<file path="src/rtl/sram_pkg.sv">
// Shared definitions for the SRAM arbiter: FSM encodings, default SRAM widths, port ids.
package sram_pkg;

   localparam int unsigned SRAM_ADDR_W = 18;
   localparam int unsigned SRAM_DATA_W = 16;

   localparam logic PORT_A = 1'b0;
   localparam logic PORT_B = 1'b1;

   typedef enum logic [1:0] {
      IDLE   = 2'd0,
      SETUP  = 2'd1,
      ACCESS = 2'd2,
      DONE   = 2'd3
   } arb_state_e;

endpackage

</file>
<file path="src/rtl/sram_arb_pick.sv">
// Combinational winner selection between ports A and B.
// SRAM_ARB_ROUND_ROBIN_EN: on a tie the port not granted last wins; otherwise A has fixed priority.
module sram_arb_pick
   import sram_pkg::*;
(
   input  logic a_req,
   input  logic b_req,
   input  logic last_grant,
   output logic valid_c,
   output logic winner_c
);

`ifndef SRAM_ARB_ROUND_ROBIN_EN
   logic unused_last_grant;
   assign unused_last_grant = last_grant;
`endif

   always_comb begin
      valid_c  = a_req | b_req;
      winner_c = PORT_A;
`ifdef SRAM_ARB_ROUND_ROBIN_EN
      if (a_req && b_req) begin
         winner_c = ~last_grant;
      end else if (b_req) begin
         winner_c = PORT_B;
      end
`else
      if (!a_req && b_req) begin
         winner_c = PORT_B;
      end
`endif
   end

endmodule

</file>
<file path="src/rtl/sram_arbiter.sv">
// Two-port arbiter in front of SRAM_Controller: latches the winning command, holds it for
// ACCESS_CYCLES, then acks. Build with SRAM_ARB_ROUND_ROBIN_EN for round-robin tie-breaking.
module sram_arbiter
   import sram_pkg::*;
#(
   parameter int unsigned ADDR_WIDTH    = SRAM_ADDR_W,
   parameter int unsigned DATA_WIDTH    = SRAM_DATA_W,
   parameter int unsigned ACCESS_CYCLES = 4
) (
   input  logic                  CLK,
   input  logic                  RSTX,
   input  logic                  A_REQ,
   input  logic                  A_WE,
   input  logic [ADDR_WIDTH-1:0] A_ADDR,
   input  logic [DATA_WIDTH-1:0] A_WDATA,
   output logic                  A_ACK,
   output logic [DATA_WIDTH-1:0] A_RDATA,
   input  logic                  B_REQ,
   input  logic                  B_WE,
   input  logic [ADDR_WIDTH-1:0] B_ADDR,
   input  logic [DATA_WIDTH-1:0] B_WDATA,
   output logic                  B_ACK,
   output logic [DATA_WIDTH-1:0] B_RDATA,
   output logic                  MEM_WE,
   output logic [ADDR_WIDTH-1:0] MEM_ADDR,
   output logic [DATA_WIDTH-1:0] MEM_WDATA,
   input  logic [DATA_WIDTH-1:0] MEM_RDATA,
   output logic                  GRANT,
   output logic                  BUSY
);

   localparam int unsigned      CNT_W    = 4;
   localparam logic [CNT_W-1:0] CNT_LAST = CNT_W'(ACCESS_CYCLES - 1);

   arb_state_e            state_q, state_d;
   logic [CNT_W-1:0]      cnt_q, cnt_d;
   logic                  grant_q, grant_d;
   logic                  busy_q, busy_d;
   logic                  cmd_we_q, cmd_we_d;
   logic [ADDR_WIDTH-1:0] cmd_addr_q, cmd_addr_d;
   logic [DATA_WIDTH-1:0] cmd_wdata_q, cmd_wdata_d;
   logic                  mem_we_q, mem_we_d;
   logic [ADDR_WIDTH-1:0] mem_addr_q, mem_addr_d;
   logic [DATA_WIDTH-1:0] mem_wdata_q, mem_wdata_d;
   logic                  a_ack_q, a_ack_d;
   logic                  b_ack_q, b_ack_d;
   logic [DATA_WIDTH-1:0] a_rdata_q, a_rdata_d;
   logic [DATA_WIDTH-1:0] b_rdata_q, b_rdata_d;
   logic                  req_valid;
   logic                  req_winner;

   sram_arb_pick u_pick (
      .a_req      (A_REQ),
      .b_req      (B_REQ),
      .last_grant (grant_q),
      .valid_c    (req_valid),
      .winner_c   (req_winner)
   );

   // Next-state, command latch and output computation
   always_comb begin
      state_d     = state_q;
      cnt_d       = cnt_q;
      grant_d     = grant_q;
      cmd_we_d    = cmd_we_q;
      cmd_addr_d  = cmd_addr_q;
      cmd_wdata_d = cmd_wdata_q;
      mem_we_d    = mem_we_q;
      mem_addr_d  = mem_addr_q;
      mem_wdata_d = mem_wdata_q;
      a_ack_d     = 1'b0;
      b_ack_d     = 1'b0;
      a_rdata_d   = a_rdata_q;
      b_rdata_d   = b_rdata_q;

      case (state_q)
         IDLE: begin
            mem_we_d = 1'b0;
            if (req_valid) begin
               grant_d = req_winner;
               if (req_winner == PORT_B) begin
                  cmd_we_d    = B_WE;
                  cmd_addr_d  = B_ADDR;
                  cmd_wdata_d = B_WDATA;
               end else begin
                  cmd_we_d    = A_WE;
                  cmd_addr_d  = A_ADDR;
                  cmd_wdata_d = A_WDATA;
               end
               state_d = SETUP;
            end
         end
         SETUP: begin
            mem_we_d    = cmd_we_q;
            mem_addr_d  = cmd_addr_q;
            mem_wdata_d = cmd_wdata_q;
            cnt_d       = '0;
            state_d     = ACCESS;
         end
         ACCESS: begin
            if (cnt_q == CNT_LAST) begin
               state_d = DONE;
            end else begin
               cnt_d = cnt_q + CNT_W'(1);
            end
         end
         DONE: begin
            mem_we_d = 1'b0;
            if (grant_q == PORT_B) begin
               b_ack_d = 1'b1;
               if (!cmd_we_q) b_rdata_d = MEM_RDATA;
            end else begin
               a_ack_d = 1'b1;
               if (!cmd_we_q) a_rdata_d = MEM_RDATA;
            end
            state_d = IDLE;
         end
         default: state_d = IDLE;
      endcase

      busy_d = (state_d != IDLE);
   end

   always_ff @(posedge CLK or negedge RSTX) begin
      if (!RSTX) begin
         state_q     <= IDLE;
         cnt_q       <= '0;
         grant_q     <= PORT_A;
         busy_q      <= 1'b0;
         cmd_we_q    <= 1'b0;
         cmd_addr_q  <= '0;
         cmd_wdata_q <= '0;
         mem_we_q    <= 1'b0;
         mem_addr_q  <= '0;
         mem_wdata_q <= '0;
         a_ack_q     <= 1'b0;
         b_ack_q     <= 1'b0;
         a_rdata_q   <= '0;
         b_rdata_q   <= '0;
      end else begin
         state_q     <= state_d;
         cnt_q       <= cnt_d;
         grant_q     <= grant_d;
         busy_q      <= busy_d;
         cmd_we_q    <= cmd_we_d;
         cmd_addr_q  <= cmd_addr_d;
         cmd_wdata_q <= cmd_wdata_d;
         mem_we_q    <= mem_we_d;
         mem_addr_q  <= mem_addr_d;
         mem_wdata_q <= mem_wdata_d;
         a_ack_q     <= a_ack_d;
         b_ack_q     <= b_ack_d;
         a_rdata_q   <= a_rdata_d;
         b_rdata_q   <= b_rdata_d;
      end
   end

   assign A_ACK     = a_ack_q;
   assign B_ACK     = b_ack_q;
   assign A_RDATA   = a_rdata_q;
   assign B_RDATA   = b_rdata_q;
   assign MEM_WE    = mem_we_q;
   assign MEM_ADDR  = mem_addr_q;
   assign MEM_WDATA = mem_wdata_q;
   assign GRANT     = grant_q;
   assign BUSY      = busy_q;

endmodule

</file>
<file path="config.mk">
export PLATFORM = sky130hd
export DESIGN_NAME = sram_arbiter
export DESIGN_NICKNAME = d
export VERILOG_FILES = /design/src/rtl/sram_pkg.sv /design/src/rtl/sram_arb_pick.sv /design/src/rtl/sram_arbiter.sv
export SDC_FILE = /design/constraint.sdc
export NUM_CORES = 1
export LEC_CHECK = 0
export BUFFER_PORTS_ARGS = -buffer_cell sky130_fd_sc_hd__buf_2
export CAP_MARGIN = 10
export CORE_AREA = 3 3 106 108
export CTS_BUF_LIST = sky130_fd_sc_hd__clkbuf_8 sky130_fd_sc_hd__clkbuf_16
export DETAILED_ROUTE_END_ITERATION = 12
export DIE_AREA = 0 0 109 111
export PLACE_DENSITY = 0.76
export SYNTH_ARGS = -nofsm -noshare
export SYNTH_HDL_FRONTEND = slang
export SYNTH_SLANG_ARGS = --single-unit
export TNS_END_PERCENT = 50
</file>
<file path="constraint.sdc">
create_clock -name CLK -period 1.5 [get_ports CLK]
set_input_delay 0.225 -clock CLK [delete_from_list [all_inputs] [get_ports CLK]]
set_output_delay 0.225 -clock CLK [all_outputs]
set_load 0.01 [all_outputs]
</file>
==> impl_table.tex, run 1 <==
\begin{tabular}{lr}
\hline
Metric & Value \\
\hline
\multicolumn{2}{l}{\textbf{Detailed routing}} \\
Detailed-routing iteration count for the pre-antenna-repair pass & 4 \\
Average routed wire per standard cell & 15.0 um \\
Routed WL & 9.93 mm \\
DRT iter0 DRCs & 111 \\
Number of design rule violations left after detail routing & 0 \\
Via Count & 3222 \\
Via density & between 4 and 5 \\
Antenna-violating nets left & 0 \\
\multicolumn{2}{l}{\textbf{Layout}} \\
\# diodes & 0 \\
Number of nets in the layout & 618 \\
Area Growth Syn to Fin & 31.9\% \\
Most frequent standard cell in the layout excluding fill and tap cells & buf\_2 \\
Share of layout cells above drive strength 1 & 0.514 \\
Most used cells in the layout excluding fill and tap cells & 159 x buf\_2, 112 x dfrtp\_1, 47 x mux2\_2, 40 x nand2\_1, 36 x mux2i\_1 \\
\multicolumn{2}{l}{\textbf{Yosys}} \\
Compound-gate portion of the synthesized area & 0.0501 \\
Predominant post-synthesis flop cell & dfrtp\_1 \\
Share of synthesized cell area in and, or, nand and nor gates & 0.0545 \\
Share of flip-flops with an asynchronous set or reset & 1.00 \\
Count of yosys warnings during synthesis & 0 \\
Post-Syn Instances & 345 \\
Share of the yosys chip area belonging to registers & 0.607 \\
Syn Std Cell Area & roughly 4600 um\^{}2 \\
Average instance area after synthesis & 13.4 um\^{}2 \\
Nets in the synthesized netlist & about 440 \\
Count of different cell masters after synthesis & 28 \\
Synthesized-area fraction occupied by adder cells & 0.0190 \\
Main combinational cell family by area after synthesis & multiplexers \\
Yosys reg bits & around 110 \\
Mux cell area share after synthesis & 0.239 \\
Post-synthesis share of cell area spent on xor and xnor gates & 0.00190 \\
Number of flops mapped to enable cells by yosys & 0 \\
\multicolumn{2}{l}{\textbf{STA}} \\
Hold Vio Cnt, Final & 0 \\
FMAX & 0.658 GHz \\
Shortest period the worst path allows & 1.52 ns \\
RSZ-0062 raised after global routing & true \\
Fin. max-slew vios & 0 \\
Clock Skews & 0.0128 ns \\
Crit share post-route & 1.01 \\
Worst rel slew slack & 0.754 \\
Worst hold margin & 0.0916 ns \\
Sum Neg Setup Slack & -0.0730 ns \\
Slack of the critical path & -0.0190 ns \\
Actual slew at the worst max-slew pin & 0.370 ns \\
Number of failing setup endpoints in the final timing report & 7 \\
\multicolumn{2}{l}{\textbf{Floorplan}} \\
Die boundary height & 111 um \\
Die Span X & 109 um \\
Row cnt & 37 \\
Placeable core region & a little over 10000 um\^{}2 \\
Top-Level Pins & 161 \\
Starting density of the core & 0.447 \\
Die Footprint & about 12000 um\^{}2 \\
\multicolumn{2}{l}{\textbf{Global route}} \\
Overflow left after global routing & 0 \\
Met1 layer usage reported by global route & 0.207 \\
Most congested layer reported by global routing & met2 \\
GR met2 Demand/Resource & 0.266 \\
Met3 Track Usage GR & 0.0472 \\
First-pass GRT wire length & 15.6 mm \\
Number of global-route vias before repair & about 3300 \\
Pin count of the biggest net entering global routing & 39 \\
Antenna violations before repair & 0 \\
Global-route usage over all layers & 0.163 \\
\multicolumn{2}{l}{\textbf{Setup path}} \\
Cell-by-cell trace of the critical path & ha\_2, nor2b\_4, nor2b\_4, buf\_6, mux2\_2 \\
Worst-path cell with the longest stage delay & dfrtp\_1 \\
Crit end category & register \\
Arrival time at the worst endpoint & 1.77 ns \\
Longest individual stage delay on the worst path & 0.39 ns \\
Critical Path Source Type & register \\
Worst setup path class & register to register \\
Critical path required time & 1.75 ns \\
Count of buffering cells on the critical path with inverters included & 1 \\
Cell family with most CP delay & flip-flops \\
Largest driver fanout on the critical path & 8 \\
CP dominant cell by count & nor2b\_4 \\
\multicolumn{2}{l}{\textbf{Power and ir drop}} \\
Final total power & 11.9 mW \\
Leakage power total & 3.15 nW \\
Pwr Density & approximately 2000 nW/um\^{}2 \\
Total net switching power & 4.07 mW \\
Share of power burned in combinational logic & 0.426 \\
Clock group share of total power & 0.134 \\
Internal power consumption & 7.78 mW \\
Sw Share & 0.344 \\
Worst vdd rail ir drop & 739 uV \\
Part of the power in registers & 0.440 \\
\multicolumn{2}{l}{\textbf{CTS}} \\
H-tree depth & 3 \\
Clock-pin slew on the worst setup and hold paths & approximately 0.10 ns \\
Deepest clock path buffer count & 2 \\
Num CTS Buffers & 9 \\
Clock root buffer & clkbuf\_8 \\
TritonCTS sink count & $\sim$110 \\
Clock tree from TritonCTS & done \\
Clock insertion delay at the later pin of the skew report & 0.36 ns \\
\multicolumn{2}{l}{\textbf{Placed design}} \\
Final RePlAce weighted congestion & between 0.7 and 0.8 \\
Pre-CTS worst setup slack & -0.0399 ns \\
Post-detailed-placement half-perimeter wirelength & between 7 and 8 mm \\
PortBufs & 160 \\
\multicolumn{2}{l}{\textbf{Run}} \\
Number of violations of the max-capacitance limit & 0 \\
\multicolumn{2}{l}{\textbf{Worst hold path}} \\
Hold Crit Class & input port to register \\
\multicolumn{2}{l}{\textbf{Status}} \\
Violated checks & negative setup slack \\
Outcome & finished, violations left \\
\hline
\end{tabular}
-- cells by family after synthesis --
family,after synthesis
flip-flops,112
multiplexers,102
adder cells (fa/ha/maj),7
AND/OR/NAND/NOR,56
AO/OA/AOI/OAI,45
buffers and inverters,22
XOR/XNOR,1
-- registers in the layout, indices dropped and copies added (netlist names) --
register,cells
MEM_WE,1
MEM_WDATA,16
GRANT,1
cmd_addr_q,18
BUSY,1
B_ACK,1
cnt_q,4
cmd_wdata_q,16
state_q,2
cmd_we_q,1
A_RDATA,16
B_RDATA,16
MEM_ADDR,18
A_ACK,1
-- repair_timing --
item,in CTS,in global routing
hold endpoints to repair,21,0
buffers inserted,2,2
gates cloned,1,2
setup endpoints to repair,32,58
pin swaps,1,2
gates resized for setup,11,19
hold buffers,1,0
-- area by class of cell --
| class | count | area, um^2 |
|---|---|---|
| Clock inverter | 6 | 46.3 |
| Sequential cell | 112 | 2800 |
| Fill cell | 852 | 4240 |
| Clock buffer | 9 | 124 |
| Inverter | 2 | 7.51 |
| Timing Repair Buffer | 185 | 1140 |
| Multi-Input combinational cell | 211 | 1790 |
| Tap cell | 136 | 170 |
-- through the flow --
stage          std cells  utilization  cell area, um^2
4_1_cts              659        0.581             6000
3_5_place_dp         640        0.555             5730
6_report             661        0.590             6090
5_1_grt              661        0.590             6090
2_1_floorplan        345            -             4620
3_3_place_gp         640        0.555             5730
-- synthesized netlist by cell type, types with 2 or more instances --
| cell type | count | area (um^2) |
|---|---|---|
| ha_1 | 7 | 87.6 |
| nand2b_1 | 2 | 12.5 |
| mux2_1 | 10 | 113 |
| nand2_1 | 40 | 150 |
| a21oi_1 | 3 | 15.0 |
| mux2_2 | 56 | 631 |
| o21ai_1 | 7 | 35.0 |
| buf_2 | 5 | 25.0 |
| inv_1 | 2 | 7.51 |
| nor2b_1 | 3 | 18.8 |
| nor3b_1 | 2 | 15.0 |
| nor2_1 | 2 | 7.51 |
| buf_6 | 3 | 33.8 |
| o21ai_0 | 32 | 160 |
| nand3_1 | 2 | 10.0 |
| clkbuf_1 | 7 | 26.3 |
| buf_4 | 5 | 37.5 |
| dfrtp_1 | 112 | 2800 |
| mux2i_1 | 36 | 360 |
-- worst reg2reg max path, cell delays in order, from the launching register on --
cell and delay (ns):
dfrtp_1 0.39, ha_2 0.20, nor2b_4 0.15, nor2b_4 0.17, buf_6 0.17, mux2_2 0.34
-- final timing paths --
| check | depth (start not counted) | slack (ns) | end | from |
|---|---|---|---|---|
| min in group asynchronous | 2 | 0.31 | MEM_ADDR[12] | RSTX |
| worst min-delay path | 2 | 0.09 | B_RDATA[5] | MEM_RDATA[5] |
| worst min register to register | 2 | 0.48 | cmd_addr_q[10] | cmd_addr_q[10] |
| worst max register to register | 5 | -0.02 | A_RDATA[6] | state_q[0] |
| max in group asynchronous | 3 | 0.67 | cmd_wdata_q[3] | RSTX |
| worst max-delay path | 5 | -0.02 | A_RDATA[6] | state_q[0] |
-- metal layers --
layer | wire length [um] | vias to the layer above
li1 | - | 1548
met3 | 857 | 12
met5 | 0 | -
met1 | 4330 | 1531
met4 | 138 | 0
met2 | 4600 | 131
-- power by group through the flow --
stage	sequential [mW]	clock, mW	combinational (mW)
final	5.22	1.59	5.05
after global routing	5.40	1.82	5.57
after CTS	5.21	1.67	4.80
after detailed placement	5.26	0	4.67
after global placement	5.18	0	4.48
after floorplan	5.60	0	2.28
Note: power is estimated with default switching activity, not from simulation.
==> inputs of run 2 (changes only) <==
--- a/config.mk
+++ b/config.mk
@@ -11,7 +11,9 @@
 export CTS_BUF_LIST = sky130_fd_sc_hd__clkbuf_8 sky130_fd_sc_hd__clkbuf_16
 export DETAILED_ROUTE_END_ITERATION = 12
 export DIE_AREA = 0 0 109 111
-export PLACE_DENSITY = 0.76
+export GPL_TIMING_DRIVEN = 0
+export PLACE_DENSITY = 0.8
+export REMOVE_ABC_BUFFERS = 1
 export SYNTH_ARGS = -nofsm -noshare
 export SYNTH_HDL_FRONTEND = slang
 export SYNTH_SLANG_ARGS = --single-unit
==> impl_table.tex, run 2 (synthesis gave the netlist of run 1 again) <==
\begin{tabular}{lr}
\hline
Metric & Value \\
\hline
\multicolumn{2}{l}{\textbf{STA}} \\
Fin. max-slew vios & 0 \\
RSZ-0062 raised after global routing & true \\
Clock Skews & about 0.015 ns \\
Slack of the critical path & -0.0835 ns \\
Shortest period the worst path allows & 1.58 ns \\
Number of failing setup endpoints in the final timing report & 17 \\
Crit share post-route & 1.06 \\
Actual slew at the worst max-slew pin & 0.684 ns \\
Hold Vio Cnt, Final & 0 \\
Worst rel slew slack & 0.544 \\
FMAX & 0.631 GHz \\
\multicolumn{2}{l}{\textbf{Status}} \\
Violated checks & negative setup slack \\
Outcome & finished, violations left \\
\multicolumn{2}{l}{\textbf{Setup path}} \\
Largest driver fanout on the critical path & 5 \\
Cell-by-cell trace of the critical path & inv\_2, ha\_1, or4b\_1, a31oi\_2, or2\_1 \\
Critical path required time & roughly 1.8 ns \\
Arrival time at the worst endpoint & roughly 1.9 ns \\
Capturing point of the worst reg2reg path & BUSY \\
Setup crit end & BUSY \\
CP Launch Point & state\_q[0] \\
Beginning of the worst register-to-register path & state\_q[0] \\
Worst-path cell with the longest stage delay & or4b\_1 \\
Worst setup path class & register to register \\
Crit end category & register \\
Critical Path Source Type & register \\
Worst-case reg-to-reg path depth & 5 \\
Longest individual stage delay on the worst path & 0.49 ns \\
Register-to-register setup slack & -0.08 ns \\
\multicolumn{2}{l}{\textbf{Global route}} \\
Pin count of the biggest net entering global routing & 76 \\
Global-route usage over all layers & 0.167 \\
Antenna violations before repair & 0 \\
Number of global-route vias before repair & between 3000 and 4000 \\
Overflow left after global routing & 0 \\
First-pass GRT wire length & 15.9 mm \\
\multicolumn{2}{l}{\textbf{Floorplan}} \\
Die Footprint & 12100 um\^{}2 \\
Placeable core region & 10300 um\^{}2 \\
Top-Level Pins & between 150 and 200 \\
Row cnt & 37 \\
Die Span X & 109 um \\
Die boundary height & 111 um \\
Starting density of the core & 0.447 \\
\multicolumn{2}{l}{\textbf{Detailed routing}} \\
Number of design rule violations left after detail routing & 0 \\
Via density & 5.00 \\
Via Count & about 3300 \\
Antenna-violating nets left & 0 \\
DRT iter0 DRCs & 85 \\
Average routed wire per standard cell & 16.1 um \\
Routed WL & 10.5 mm \\
Detailed-routing iteration count for the pre-antenna-repair pass & 4 \\
\multicolumn{2}{l}{\textbf{CTS}} \\
TritonCTS sink count & around 110 \\
Clock tree from TritonCTS & done \\
H-tree depth & 3 \\
Deepest clock path buffer count & 2 \\
Num CTS Buffers & 9 \\
Clock insertion delay at the later pin of the skew report & 0.37 ns \\
Clock root buffer & clkbuf\_8 \\
Clock-pin slew on the worst setup and hold paths & 0.11 ns \\
\multicolumn{2}{l}{\textbf{Power and ir drop}} \\
Leakage power total & 3.08 nW \\
Pwr Density & 2020 nW/um\^{}2 \\
Worst vdd rail ir drop & about 1000 uV \\
Final total power & 12.2 mW \\
\multicolumn{2}{l}{\textbf{Layout}} \\
Multi-input gate area & 1790 um\^{}2 \\
Area Growth Syn to Fin & 30.4\% \\
\# diodes & 0 \\
Post-Layout Cell Count & 654 \\
Utilization after layout & 0.583 \\
Reg area & between 2000 and 3000 um\^{}2 \\
Number of nets in the layout & 610 \\
Filler instances & 836 \\
Most used cells in the layout excluding fill and tap cells & 159 x buf\_2, 112 x dfrtp\_1, 56 x mux2\_2, 40 x nand2\_1, 36 x mux2i\_1 \\
Most frequent standard cell in the layout excluding fill and tap cells & buf\_2 \\
Share of layout cells above drive strength 1 & 0.502 \\
\multicolumn{2}{l}{\textbf{Placed design}} \\
Final RePlAce weighted congestion & roughly 0.7 \\
Post-detailed-placement half-perimeter wirelength & 7.12 mm \\
PortBufs & 160 \\
Cell count after placement & 626 \\
\multicolumn{2}{l}{\textbf{Run}} \\
Number of violations of the max-capacitance limit & 0 \\
\multicolumn{2}{l}{\textbf{Worst hold path}} \\
Hold Crit Class & input port to register \\
\hline
\end{tabular}
## run 2: cell types whose count changed in the layout (fill, tap and decap cells not counted), moves of 3 or more
cell	change
ha_2	-4
buf_4	-5
ha_1	+3
mux2_1	+3
buf_12	-5
mux2_4	-12
mux2_2	+9
## run 2: how the worst min path moves through the flow
stage / start / endpoint / slack [ns] / cells after the start
6_report: MEM_RDATA[13] / B_RDATA[13] / 0.08 / 2
3_3_place_gp: A_REQ / GRANT / 0.43 / 2
2_1_floorplan: RSTX / A_ACK / -0.07 / 0
4_1_cts: MEM_RDATA[13] / B_RDATA[13] / 0.07 / 2
3_5_place_dp: RSTX / B_RDATA[1] / 0.23 / 1
5_1_grt: MEM_RDATA[11] / B_RDATA[11] / 0.06 / 2
## run 2: power by group
part | internal, mW | switching [mW] | total (mW)
clock network | 0.979 | 1.07 | 2.05
registers | 4.46 | 0.779 | 5.24
logic | 2.48 | 2.40 | 4.88
## run 2: what timing repair did
item | 4_1_cts | 5_1_grt
hold endpoints to repair | 37 | 0
resized for setup | 13 | 6
buffers inserted | 4 | 3
pin swaps | 1 | 1
endpoints found under the setup margin | 90 | 59
gates cloned | 2 | 2
hold buffers | 1 | 0
## run 2: layout make-up
| class | instances | share of cell area |
|---|---|---|
| clock inverter | 7 | 0.0189 |
| multi-input combinational | 214 | 0.297 |
| tap | 136 | 0.0283 |
| clock buffer | 9 | 0.0206 |
| sequential | 112 | 0.466 |
| timing repair buffer | 174 | 0.168 |
| inverter | 2 | 0.00125 |
## run 2: through the flow
step | setup slack (ns) | instance area [um^2] | setup TNS, ns | hold slack, ns
floorplan | -1.26 | 4490 | -68.86 | -0.0706
global placement | -2.63 | 5460 | -256.33 | 0.431
detailed placement | -0.507 | 5590 | -21.16 | 0.229
CTS | -0.104 | 5950 | -0.607 | 0.0657
global route | -0.135 | 6020 | -1.97 | 0.0621
finish | -0.0835 | 6020 | -0.818 | 0.0812
## run 2: layer usage
| metal | up-vias | routed length (um) | global-route usage | share of wire |
|---|---|---|---|---|
| li1 | 1553 | - | - | - |
| met1 | 1584 | 4340 | 0.201 | 0.41 |
| met2 | 124 | 5260 | 0.292 | 0.50 |
| met3 | 12 | 785 | 0.0431 | 0.074 |
| met4 | 0 | 150 | 0.0497 | 0.014 |
| met5 | - | 0 | 0 | 0 |
## run 2: critical path: cells and delay by family, from the launching register on
kind,cells,cell delay (ns)
and+or+nand+nor,2,0.62
buffers and inverters,1,0.10
DFF,1,0.41
AOI/OAI and AO/OA,1,0.17
adders and majority gates,1,0.23
